--- config.mk ---
export PLATFORM = sky130hd
export DESIGN_NAME = standby_bus_monitor
export DESIGN_NICKNAME = d
export VERILOG_FILES = /design/src/rtl/controller_pkg.sv /design/src/rtl/standby_bus_monitor_bus_line_filter.sv /design/src/rtl/standby_bus_monitor.sv
export SDC_FILE = /design/constraint.sdc
export NUM_CORES = 1
export LEC_CHECK = 0
export CAP_MARGIN = 40
export CORE_MARGIN = 10
export CORE_UTILIZATION = 53
export CTS_CLUSTER_SIZE = 24
export DETAILED_ROUTE_END_ITERATION = 10
export PLACE_DENSITY_LB_ADDON = 0.3
export SYNTH_ARGS = -nofsm -noshare
export SYNTH_HDL_FRONTEND = slang
export SYNTH_SLANG_ARGS = --single-unit
--- constraint.sdc ---
create_clock -name clk_i -period 3.1 [get_ports clk_i]
set_input_delay 0.93 -clock clk_i [delete_from_list [all_inputs] [get_ports clk_i]]
set_output_delay 0.93 -clock clk_i [all_outputs]
set_load 0.02 [all_outputs]
--- src/rtl/controller_pkg.sv ---
// Shared types and defaults for the standby I2C front-end.
//   bus_state_e        : bus qualification state reported by standby_bus_monitor
//   DefaultCntWidth    : default width of bus timing thresholds / counter
//   DefaultGlitchWidth : default width of the glitch-filter threshold / counter
package controller_pkg;

  localparam int unsigned DefaultCntWidth    = 20;
  localparam int unsigned DefaultGlitchWidth = 8;

  typedef enum logic [2:0] {
    BusBusy      = 3'd0,
    BusWaitFree  = 3'd1,
    BusFree      = 3'd2,
    BusAvailable = 3'd3,
    BusIdle      = 3'd4
  } bus_state_e;

endpackage

--- src/rtl/standby_bus_monitor_bus_line_filter.sv ---
// Two-flop synchroniser followed by a glitch filter for one bus line.
// The filtered output only follows the synchronised value after it has
// differed for max(t_glitch_i,1) consecutive cycles.
//   clk_i, rst_i : clock, asynchronous active-high reset
//   line_i       : raw line from the PHY
//   t_glitch_i   : stable-cycles threshold (0 behaves as 1)
//   line_o       : filtered line (resets to 1, the idle bus level)
module bus_line_filter
  import controller_pkg::*;
#(
  parameter int unsigned GlitchWidth = DefaultGlitchWidth
) (
  input  logic                   clk_i,
  input  logic                   rst_i,
  input  logic                   line_i,
  input  logic [GlitchWidth-1:0] t_glitch_i,
  output logic                   line_o
);

  logic                   sync_q1;
  logic                   sync_q2;
  logic                   filt_q;
  logic [GlitchWidth-1:0] cnt_q;
  logic [GlitchWidth-1:0] thresh;
  logic [GlitchWidth:0]   cnt_inc;

  assign thresh  = (t_glitch_i == '0) ? GlitchWidth'(1) : t_glitch_i;
  // One bit wider so the compare cannot wrap at the top of the range.
  assign cnt_inc = {1'b0, cnt_q} + (GlitchWidth + 1)'(1);

  always_ff @(posedge clk_i or posedge rst_i) begin
    if (rst_i) begin
      sync_q1 <= 1'b1;
      sync_q2 <= 1'b1;
      filt_q  <= 1'b1;
      cnt_q   <= '0;
    end else begin
      sync_q1 <= line_i;
      sync_q2 <= sync_q1;
      if (sync_q2 == filt_q) begin
        cnt_q <= '0;
      end else if (cnt_inc >= {1'b0, thresh}) begin
        filt_q <= sync_q2;
        cnt_q  <= '0;
      end else begin
        cnt_q <= cnt_inc[GlitchWidth-1:0];
      end
    end
  end

  assign line_o = filt_q;

endmodule

--- src/rtl/standby_bus_monitor.sv ---
// Front-end conditioner for the standby I2C target FSM.
// Synchronises and glitch-filters SCL/SDA, detects START / repeated START /
// STOP, and qualifies the bus as free / available / idle from timing CSRs.
//   clk_i, rst_i        : clock, asynchronous active-high reset
//   enable_i            : low holds the FSM in WAIT_FREE and suppresses conditions
//   scl_i, sda_i        : raw bus lines
//   t_glitch_i          : filter stable-cycles threshold
//   t_bus_free_i / t_bus_available_i / t_bus_idle_i : qualification thresholds
//   scl_o, sda_o        : filtered lines to the target FSM
//   scl_posedge_o/scl_negedge_o : filtered SCL edge pulses
//   start_det_o/rstart_det_o/stop_det_o : bus condition pulses
//   bus_state_o, bus_free_o, bus_available_o, bus_idle_o : bus state and flags
module standby_bus_monitor
  import controller_pkg::*;
#(
  parameter int unsigned CntWidth    = DefaultCntWidth,
  parameter int unsigned GlitchWidth = DefaultGlitchWidth
) (
  input  logic                   clk_i,
  input  logic                   rst_i,
  input  logic                   enable_i,
  input  logic                   scl_i,
  input  logic                   sda_i,
  input  logic [GlitchWidth-1:0] t_glitch_i,
  input  logic [CntWidth-1:0]    t_bus_free_i,
  input  logic [CntWidth-1:0]    t_bus_available_i,
  input  logic [CntWidth-1:0]    t_bus_idle_i,
  output logic                   scl_o,
  output logic                   sda_o,
  output logic                   scl_posedge_o,
  output logic                   scl_negedge_o,
  output logic                   start_det_o,
  output logic                   rstart_det_o,
  output logic                   stop_det_o,
  output logic [2:0]             bus_state_o,
  output logic                   bus_free_o,
  output logic                   bus_available_o,
  output logic                   bus_idle_o
);

  logic scl_filt;
  logic sda_filt;

  bus_line_filter #(
    .GlitchWidth(GlitchWidth)
  ) u_scl_filter (
    .clk_i     (clk_i),
    .rst_i     (rst_i),
    .line_i    (scl_i),
    .t_glitch_i(t_glitch_i),
    .line_o    (scl_filt)
  );

  bus_line_filter #(
    .GlitchWidth(GlitchWidth)
  ) u_sda_filter (
    .clk_i     (clk_i),
    .rst_i     (rst_i),
    .line_i    (sda_i),
    .t_glitch_i(t_glitch_i),
    .line_o    (sda_filt)
  );

  assign scl_o = scl_filt;
  assign sda_o = sda_filt;

  // ---------------------------------------------------------------------
  // Condition detection on previous/current filtered values
  // ---------------------------------------------------------------------
  logic scl_prev_q;
  logic sda_prev_q;
  logic scl_rise;
  logic scl_fall;
  logic start_cond;
  logic stop_cond;

  assign scl_rise = scl_filt & ~scl_prev_q;
  assign scl_fall = ~scl_filt & scl_prev_q;
  // SCL must be high in both samples, so a simultaneous SCL/SDA change
  // never qualifies as a bus condition.
  assign start_cond = scl_prev_q & scl_filt & sda_prev_q & ~sda_filt;
  assign stop_cond  = scl_prev_q & scl_filt & ~sda_prev_q & sda_filt;

  // ---------------------------------------------------------------------
  // Bus state FSM: state register
  // ---------------------------------------------------------------------
  bus_state_e          state_q;
  bus_state_e          state_d;
  logic [CntWidth-1:0] cnt_q;
  logic [CntWidth-1:0] cnt_d;

  always_ff @(posedge clk_i or posedge rst_i) begin
    if (rst_i) begin
      state_q <= BusWaitFree;
      cnt_q   <= '0;
    end else begin
      state_q <= state_d;
      cnt_q   <= cnt_d;
    end
  end

  // ---------------------------------------------------------------------
  // Bus state FSM: next state and qualification counter
  // ---------------------------------------------------------------------
  always_comb begin
    state_d = state_q;
    cnt_d   = cnt_q;
    if (!enable_i) begin
      state_d = BusWaitFree;
      cnt_d   = '0;
    end else if (start_cond) begin
      state_d = BusBusy;
      cnt_d   = '0;
    end else if (state_q == BusBusy) begin
      cnt_d = '0;
      if (stop_cond) begin
        state_d = BusWaitFree;
      end
    end else if (!scl_filt) begin
      // SCL low outside BUSY means we missed a START; assume a transfer.
      state_d = BusBusy;
      cnt_d   = '0;
    end else begin
      if (sda_filt && (cnt_q != '1)) begin
        cnt_d = cnt_q + CntWidth'(1);
      end
      // Thresholds are compared live; one step per cycle at most.
      unique case (state_q)
        BusWaitFree:  if (cnt_q >= t_bus_free_i)      state_d = BusFree;
        BusFree:      if (cnt_q >= t_bus_available_i) state_d = BusAvailable;
        BusAvailable: if (cnt_q >= t_bus_idle_i)      state_d = BusIdle;
        default:      state_d = state_q;
      endcase
    end
  end

  // ---------------------------------------------------------------------
  // Bus state FSM: outputs
  // ---------------------------------------------------------------------
  always_comb begin
    bus_state_o     = state_q;
    bus_free_o      = 1'b0;
    bus_available_o = 1'b0;
    bus_idle_o      = 1'b0;
    unique case (state_q)
      BusFree: begin
        bus_free_o = 1'b1;
      end
      BusAvailable: begin
        bus_free_o      = 1'b1;
        bus_available_o = 1'b1;
      end
      BusIdle: begin
        bus_free_o      = 1'b1;
        bus_available_o = 1'b1;
        bus_idle_o      = 1'b1;
      end
      default: begin
        bus_free_o = 1'b0;
      end
    endcase
  end

  // ---------------------------------------------------------------------
  // Registered pulses
  // ---------------------------------------------------------------------
  always_ff @(posedge clk_i or posedge rst_i) begin
    if (rst_i) begin
      scl_prev_q    <= 1'b1;
      sda_prev_q    <= 1'b1;
      scl_posedge_o <= 1'b0;
      scl_negedge_o <= 1'b0;
      start_det_o   <= 1'b0;
      rstart_det_o  <= 1'b0;
      stop_det_o    <= 1'b0;
    end else begin
      scl_prev_q    <= scl_filt;
      sda_prev_q    <= sda_filt;
      scl_posedge_o <= scl_rise;
      scl_negedge_o <= scl_fall;
      start_det_o   <= enable_i & start_cond & (state_q != BusBusy);
      rstart_det_o  <= enable_i & start_cond & (state_q == BusBusy);
      stop_det_o    <= enable_i & stop_cond;
    end
  end

endmodule

# Yosys cells after proc, flatten, opt, wreduce, memory -nomap -nowiden

Index checks and enable logic that the tools add are counted.

Register bits: 52
Input port bits: 73
Output and inout port bits: 13
Logic and storage cells: 86

Add/subtract/negate cells: 3
Magnitude comparators: 5
Equality and inequality tests: 13
Mux-type cells: 22
Bitwise operators: 17
Reductions and logical operators: 9

Operators with widths:

| operator                                                        | count |
|---|---|
| 20-bit 2-to-1 mux                                               | 5 |
| 20-bit >= comparator                                            | 3 |
| 8-bit 2-to-1 mux                                                | 5 |
| 3-bit 2-to-1 mux                                                | 8 |
| 20-bit by 1-bit adder with 20-bit output, second input constant | 1 |
| 20-bit inequality test, second input constant                   | 1 |
| 8-bit by 1-bit adder with 9-bit output, second input constant   | 2 |
| 9-bit by 8-bit >= comparator with 1-bit output                  | 2 |
| 6-bit inequality test, second input constant                    | 3 |
| 1-bit bitwise AND                                               | 11 |
| 3-bit case mux with 3 select lines                              | 1 |
| 8-bit logical NOT                                               | 1 |
| 7-bit inequality test, second input constant                    | 1 |
| 3-bit by 2-bit == test with 1-bit output, second input constant | 2 |
| 1-bit NOT                                                       | 6 |
| 5-bit inequality test, second input constant                    | 1 |
| 5-bit AND reduction                                             | 1 |
| 4-bit inequality test, second input constant                    | 1 |
| 2-bit AND reduction                                             | 2 |
| 3-bit by 1-bit == test with 1-bit output, second input constant | 1 |
| 3-bit == test, second input constant                            | 1 |
| 3-bit logical NOT                                               | 1 |
| 1-bit 2-to-1 mux                                                | 3 |
| 3-bit nonzero test                                              | 1 |
| 4 further kinds                                                 | 5 |

# Logic depth before layout (Yosys ltp)

Depth after elaboration: 7
Mapped depth: 11
Mapped depth without buffers: 10

# Hierarchy

Synthesis repeated with hierarchy kept, for this count alone.

Cell total of the unflattened synthesis: 490
Area, all modules: 4388.0 µm²

By module, submodules not included:

| module              | times used | cells each | area each (µm²) | sequential area each (µm²) |
|---|---|---|---|---|
| standby_bus_monitor | 1          | 358        | 2949.1          | 754.5 |
| bus_line_filter     | 2          | 66         | 719.4           | 279.0 |

# Least setup slack after synthesis

No wires, ideal clock.

Path kind: input to register
Start: in t_glitch_i[5]
End: reg u_sda_filter.cnt_q[2]
Library setup time: 0.073 ns
Arrival: 2.950 ns
Data required time: 3.027 ns
Path slack: 0.078 ns
Cell stages on the path: 11
Path buffers: 1
Cell sequence: nor4_1 a41o_1 ha_1 nand2b_1 a21o_1 a21oi_1 o22ai_1 o41a_1 or2_1 clkbuf_1 nor2b_1

Longest elaborated chain between the ends: 5

RTL lines:

| item                                               | line                                      | text |
|---|---|---|
| from (decl)                                        | standby_bus_monitor.sv:24                 | `input logic [GlitchWidth-1:0] t_glitch_i,` |
| 8-bit logical NOT                                  | standby_bus_monitor_bus_line_filter.sv:27 | `assign thresh = (t_glitch_i == '0) ? GlitchWidth'(1) : t_glitch_i;` |
| 8-bit 2-to-1 mux (*)                               | standby_bus_monitor_bus_line_filter.sv:27 |  |
| 9-bit by 8-bit >= comparator with 1-bit output (*) | standby_bus_monitor_bus_line_filter.sv:42 | `end else if (cnt_inc >= {1'b0, thresh}) begin` |
| 8-bit 2-to-1 mux (*)                               | standby_bus_monitor_bus_line_filter.sv:42 |  |
| 8-bit 2-to-1 mux (*)                               | standby_bus_monitor_bus_line_filter.sv:40 | `if (sync_q2 == filt_q) begin` |
| to (signal assigned)                               | standby_bus_monitor_bus_line_filter.sv:46 | `cnt_q <= cnt_inc[GlitchWidth-1:0];` |
| to (decl)                                          | standby_bus_monitor_bus_line_filter.sv:23 | `logic [GlitchWidth-1:0] cnt_q;` |

Mark *: on every way between the ends. The rest lies on a longest branch, timed or not.
A chain may end at the register's enable or synchronous reset.

# Worst setup path in the final report

Start: in t_bus_free_i[9]
End: reg state_q[1], in the netlist bus_state_o[1]

Longest elaborated chain between the ends: 3

RTL lines:

| item                            | line                       | text |
|---|---|---|
| from (decl)                     | standby_bus_monitor.sv:25  | `input logic [CntWidth-1:0] t_bus_free_i,` |
| 20-bit >= comparator            | standby_bus_monitor.sv:129 | `BusWaitFree: if (cnt_q >= t_bus_free_i) state_d = BusFree;` |
| 6-bit inequality test (no line) | -                          |  |
| 5-bit AND reduction (no line)   | -                          |  |
| to (signal assigned)            | standby_bus_monitor.sv:94  | `state_q <= BusWaitFree;` |
| to (signal assigned)            | standby_bus_monitor.sv:97  | `state_q <= state_d;` |
| to (decl)                       | standby_bus_monitor.sv:87  | `bus_state_e state_q;` |

Every way passes these cells.

==> results.py <==
metrics = {
    "critical_path": {
        "start_kind": "input pin",
        "cp_max_fo": 2,
        "arrival_ns": 3.29,
        "rr_startpoint": "u_scl_filter.cnt_q[0]",
        "end_kind": "flop",
        "crit_type": "input pin to flop",
        "cp.required_ns": 3.34,
        "worstReg2RegEnd": "u_scl_filter.line_o",
        "rrSetupSlack_ns": 0.61,
        "setup.worst_path.start": "t_bus_free_i[9]",
        "reg2regPathDepth": 11,
    },
    "hold_path": {
        "hold_start": "u_scl_filter.sync_q1",
        "hold_class": "flop to flop",
        "hold_path_end": "u_scl_filter.sync_q2",
        "min_path_cells": 0,
    },
    "status": {
        "status": "finished clean",
    },
    "grt": {
        "grt_max_degree": 53,
        "gr-total-overflow": 0,
        "grtUsageTotal_pct": 17.4,
        "antenna_found_initial": 0,
        "grt_pass1_vias": 3817,
        "grt_pass1_wl_um": 17200,
    },
    "drt": {
        "wire_per_inst_um": 14.7,
        "drtPass1Iterations": 4,
        "vias": 3719,
        "drt-total-wl_um": 10200,
        "drc": 0,
        "drt_iter0_drc": 164,
        "ant_nets": 0,
        "via_per_inst": 5.36,
    },
    "clocking": {
        "cts.sink_count": 52,
        "numCtsBuffers": 5,
        "cts_tree": "yes",
        "cts.clk_slew.worst_paths_ns": 0.10,
        "postCtsSetupRepairBufs": 0,
        "clock_latency_ns": 0.31,
        "cts_root_buf": "clkbuf_8",
        "htreeDepth": 2,
        "cts_buffer_depth": 2,
        "hold_buffers": 0,
    },
    "floorplan": {
        "fp.dieW_um": 110,
        "core_area_sq_um": 7770,
        "io-pin-count": 86,
        "num_rows": 32,
        "die_h_um": 110,
        "dieArea_sq_um": 12000,
        "initial_core_util_pct": 55.0,
    },
    "power_and_ir_drop": {
        "total_power_w": 0.00204,
        "power.density_nw_per_um2": 372,
        "ir_drop_mv": 0.379,
        "leakage_nw": 2.77,
    },
    "timing": {
        "clock_skew_ns": 0.0123,
        "fin_crit_sh_pct": 98.4,
        "fin_crit_ns": 3.05,
        "maxSlewViolCount": 0,
        "setup-tns-final_ns": 0,
        "hold_viol": 0,
        "slew_headroom_pct": 63.5,
        "fmax_ghz": 0.328,
        "tightestPinTransition_ns": 0.542,
        "setup_viol": 0,
    },
    "synthesis": {
        "yosysTopAreaCell": "dfrtp_1",
        "synth-edff-count": 0,
        "synth_top_area_share_pct": 25.2,
        "seq_area_frac_synth_pct": 30.7,
        "syn_avg_cell_area_sq_um": 8.59,
        "synth_cell_type_count": 52,
        "synth_ff_type": "dfrtp_1",
        "ys_ff_latch": 52,
        "postSynthCellCount": 497,
        "yosys_warnings": 0,
        "postSynth.asyncResetShare_pct": 100,
        "syn_area_sq_um": 4270,
        "synth_nets": 649,
        "yosys-top-cells-area": "dfrtp_1 25%, ha_1 23%, inv_1 6.8%",
    },
    "place": {
        "dp_cells": 686,
        "finalWeightedCongestion": 0.906,
        "dpl.hpwl_um": 8330,
        "io_buffers": 85,
    },
    "layout": {
        "final_cells": 694,
        "drive_gt1_share_pct": 9.63,
        "layout.nets": 743,
        "area_growth_pct": 28.3,
        "final_common_cell": "ha_1",
        "final_cell_mix": "79 x ha_1, 78 x clkdlybuf4s50_1, 74 x inv_1",
        "diodes": 0,
    },
    "flow_run": {
        "maxCapViolations": 0,
    },
}
worst max path at each step:
stage | cells past startpoint | end | slack (ns)
floorplan | 11 | u_sda_filter.cnt_q[2] | 0.08
global placement | 11 | u_sda_filter.line_o | -0.58
detailed placement | 11 | u_sda_filter.line_o | -0.65
CTS | 11 | u_sda_filter.line_o | 0.01
global route | 10 | bus_state_o[1] | -0.02
finish | 10 | bus_state_o[1] | 0.05
stage by stage:
stage | cell area (sq um) | util [%] | hold WS (ns) | setup WS, ns
2_1_floorplan | 4270 | - | 0.345 | 0.0775
3_3_place_gp | 5300 | 68.2 | 0.349 | -0.576
3_5_place_dp | 5300 | 68.2 | 0.351 | -0.655
4_1_cts | 5430 | 69.9 | 0.368 | 0.0141
5_1_grt | 5480 | 70.5 | 0.371 | -0.0225
6_report | 5480 | 70.5 | 0.368 | 0.0493
routing by layer:
layer / track usage (%) / wire length (um) / vias up
met5: 0 / 0 / -
met4: 3.81 / 121 / 0
met3: 2.93 / 456 / 9
met2: 31.3 / 5090 / 74
met1: 21.1 / 4550 / 1745
li1: - / - / 1891
state kept, by name, indices dropped and copies added, names as in the netlist:
name and flops:
u_sda_filter.cnt_q 8, scl_prev_q 1, u_scl_filter.sync_q2 1, u_sda_filter.line_o 1, bus_state_o 3, u_sda_filter.sync_q2 1
scl_posedge_o 1, u_scl_filter.sync_q1 1, rstart_det_o 1, u_scl_filter.line_o 1, u_scl_filter.cnt_q 8, scl_negedge_o 1
cnt_q 20, u_sda_filter.sync_q1 1, start_det_o 1, stop_det_o 1, sda_prev_q 1
cell families (layout without fill, tap and decap cells):
| group | Yosys count | after routing | share of synthesized area, % |
|---|---|---|---|
| buffers and inverters | 84 | 179 | 7.39 |
| flip-flops | 52 | 52 | 30.7 |
| multiplexers | 4 | 4 | 0.996 |
| AND/OR/NAND/NOR | 174 | 174 | 20.4 |
| XOR/XNOR | 30 | 30 | 6.15 |
| adder cells (fa/ha/maj) | 79 | 79 | 23.2 |
| AO/OA/AOI/OAI | 74 | 74 | 11.1 |
final cells by class:
type                    count  area [sq um]
clock buffers               5          68.8
clock inverters             3          42.5
fillers                   613          2290
inverters                  78           293
multi-input cells         361          2720
flip-flops and latches     52          1310
well taps                 102           128
repair buffers             93           915
synth_stat cells, types with 2 or more instances:
cell type / count
nand3_1: 22
o22ai_1: 2
nor3_1: 5
mux2i_1: 2
nor4_1: 4
nor2_1: 52
clkbuf_1: 6
o31ai_1: 3
dfrtp_1: 43
o21ai_0: 10
nand4_1: 11
or2_1: 2
a41oi_1: 2
a31oi_1: 2
ha_1: 79
or3_1: 4
nand2b_1: 4
a211oi_1: 3
a21oi_1: 28
nand2_1: 35
a21o_1: 2
xor2_1: 18
nor3b_1: 3
a2111oi_0: 2
nor2b_1: 15
dfstp_2: 9
mux2_1: 2
and3_1: 8
xnor2_1: 12
o21ai_1: 9
inv_1: 77
critical path: stages:
cell and delay, ns:
clkdlybuf4s50_1 0.46, inv_1 0.05, ha_1 0.30, a21oi_1 0.20, o21ai_2 0.11, a2111oi_2 0.37, o31ai_2 0.14, a211o_1 0.35
nor3b_2 0.19, o211ai_1 0.19
power breakdown:
part | switching, W | internal, W
sequential | 0.0000980 | 0.000767
clock | 0.000232 | 0.000239
combinational | 0.000345 | 0.000356
total | 0.000675 | 0.00136
timing repair:
item,CTS,global route
resized for setup,11,22
endpoints found under the setup margin,16,14
pin swaps,7,11
Note: power is estimated with default switching activity, not from simulation.
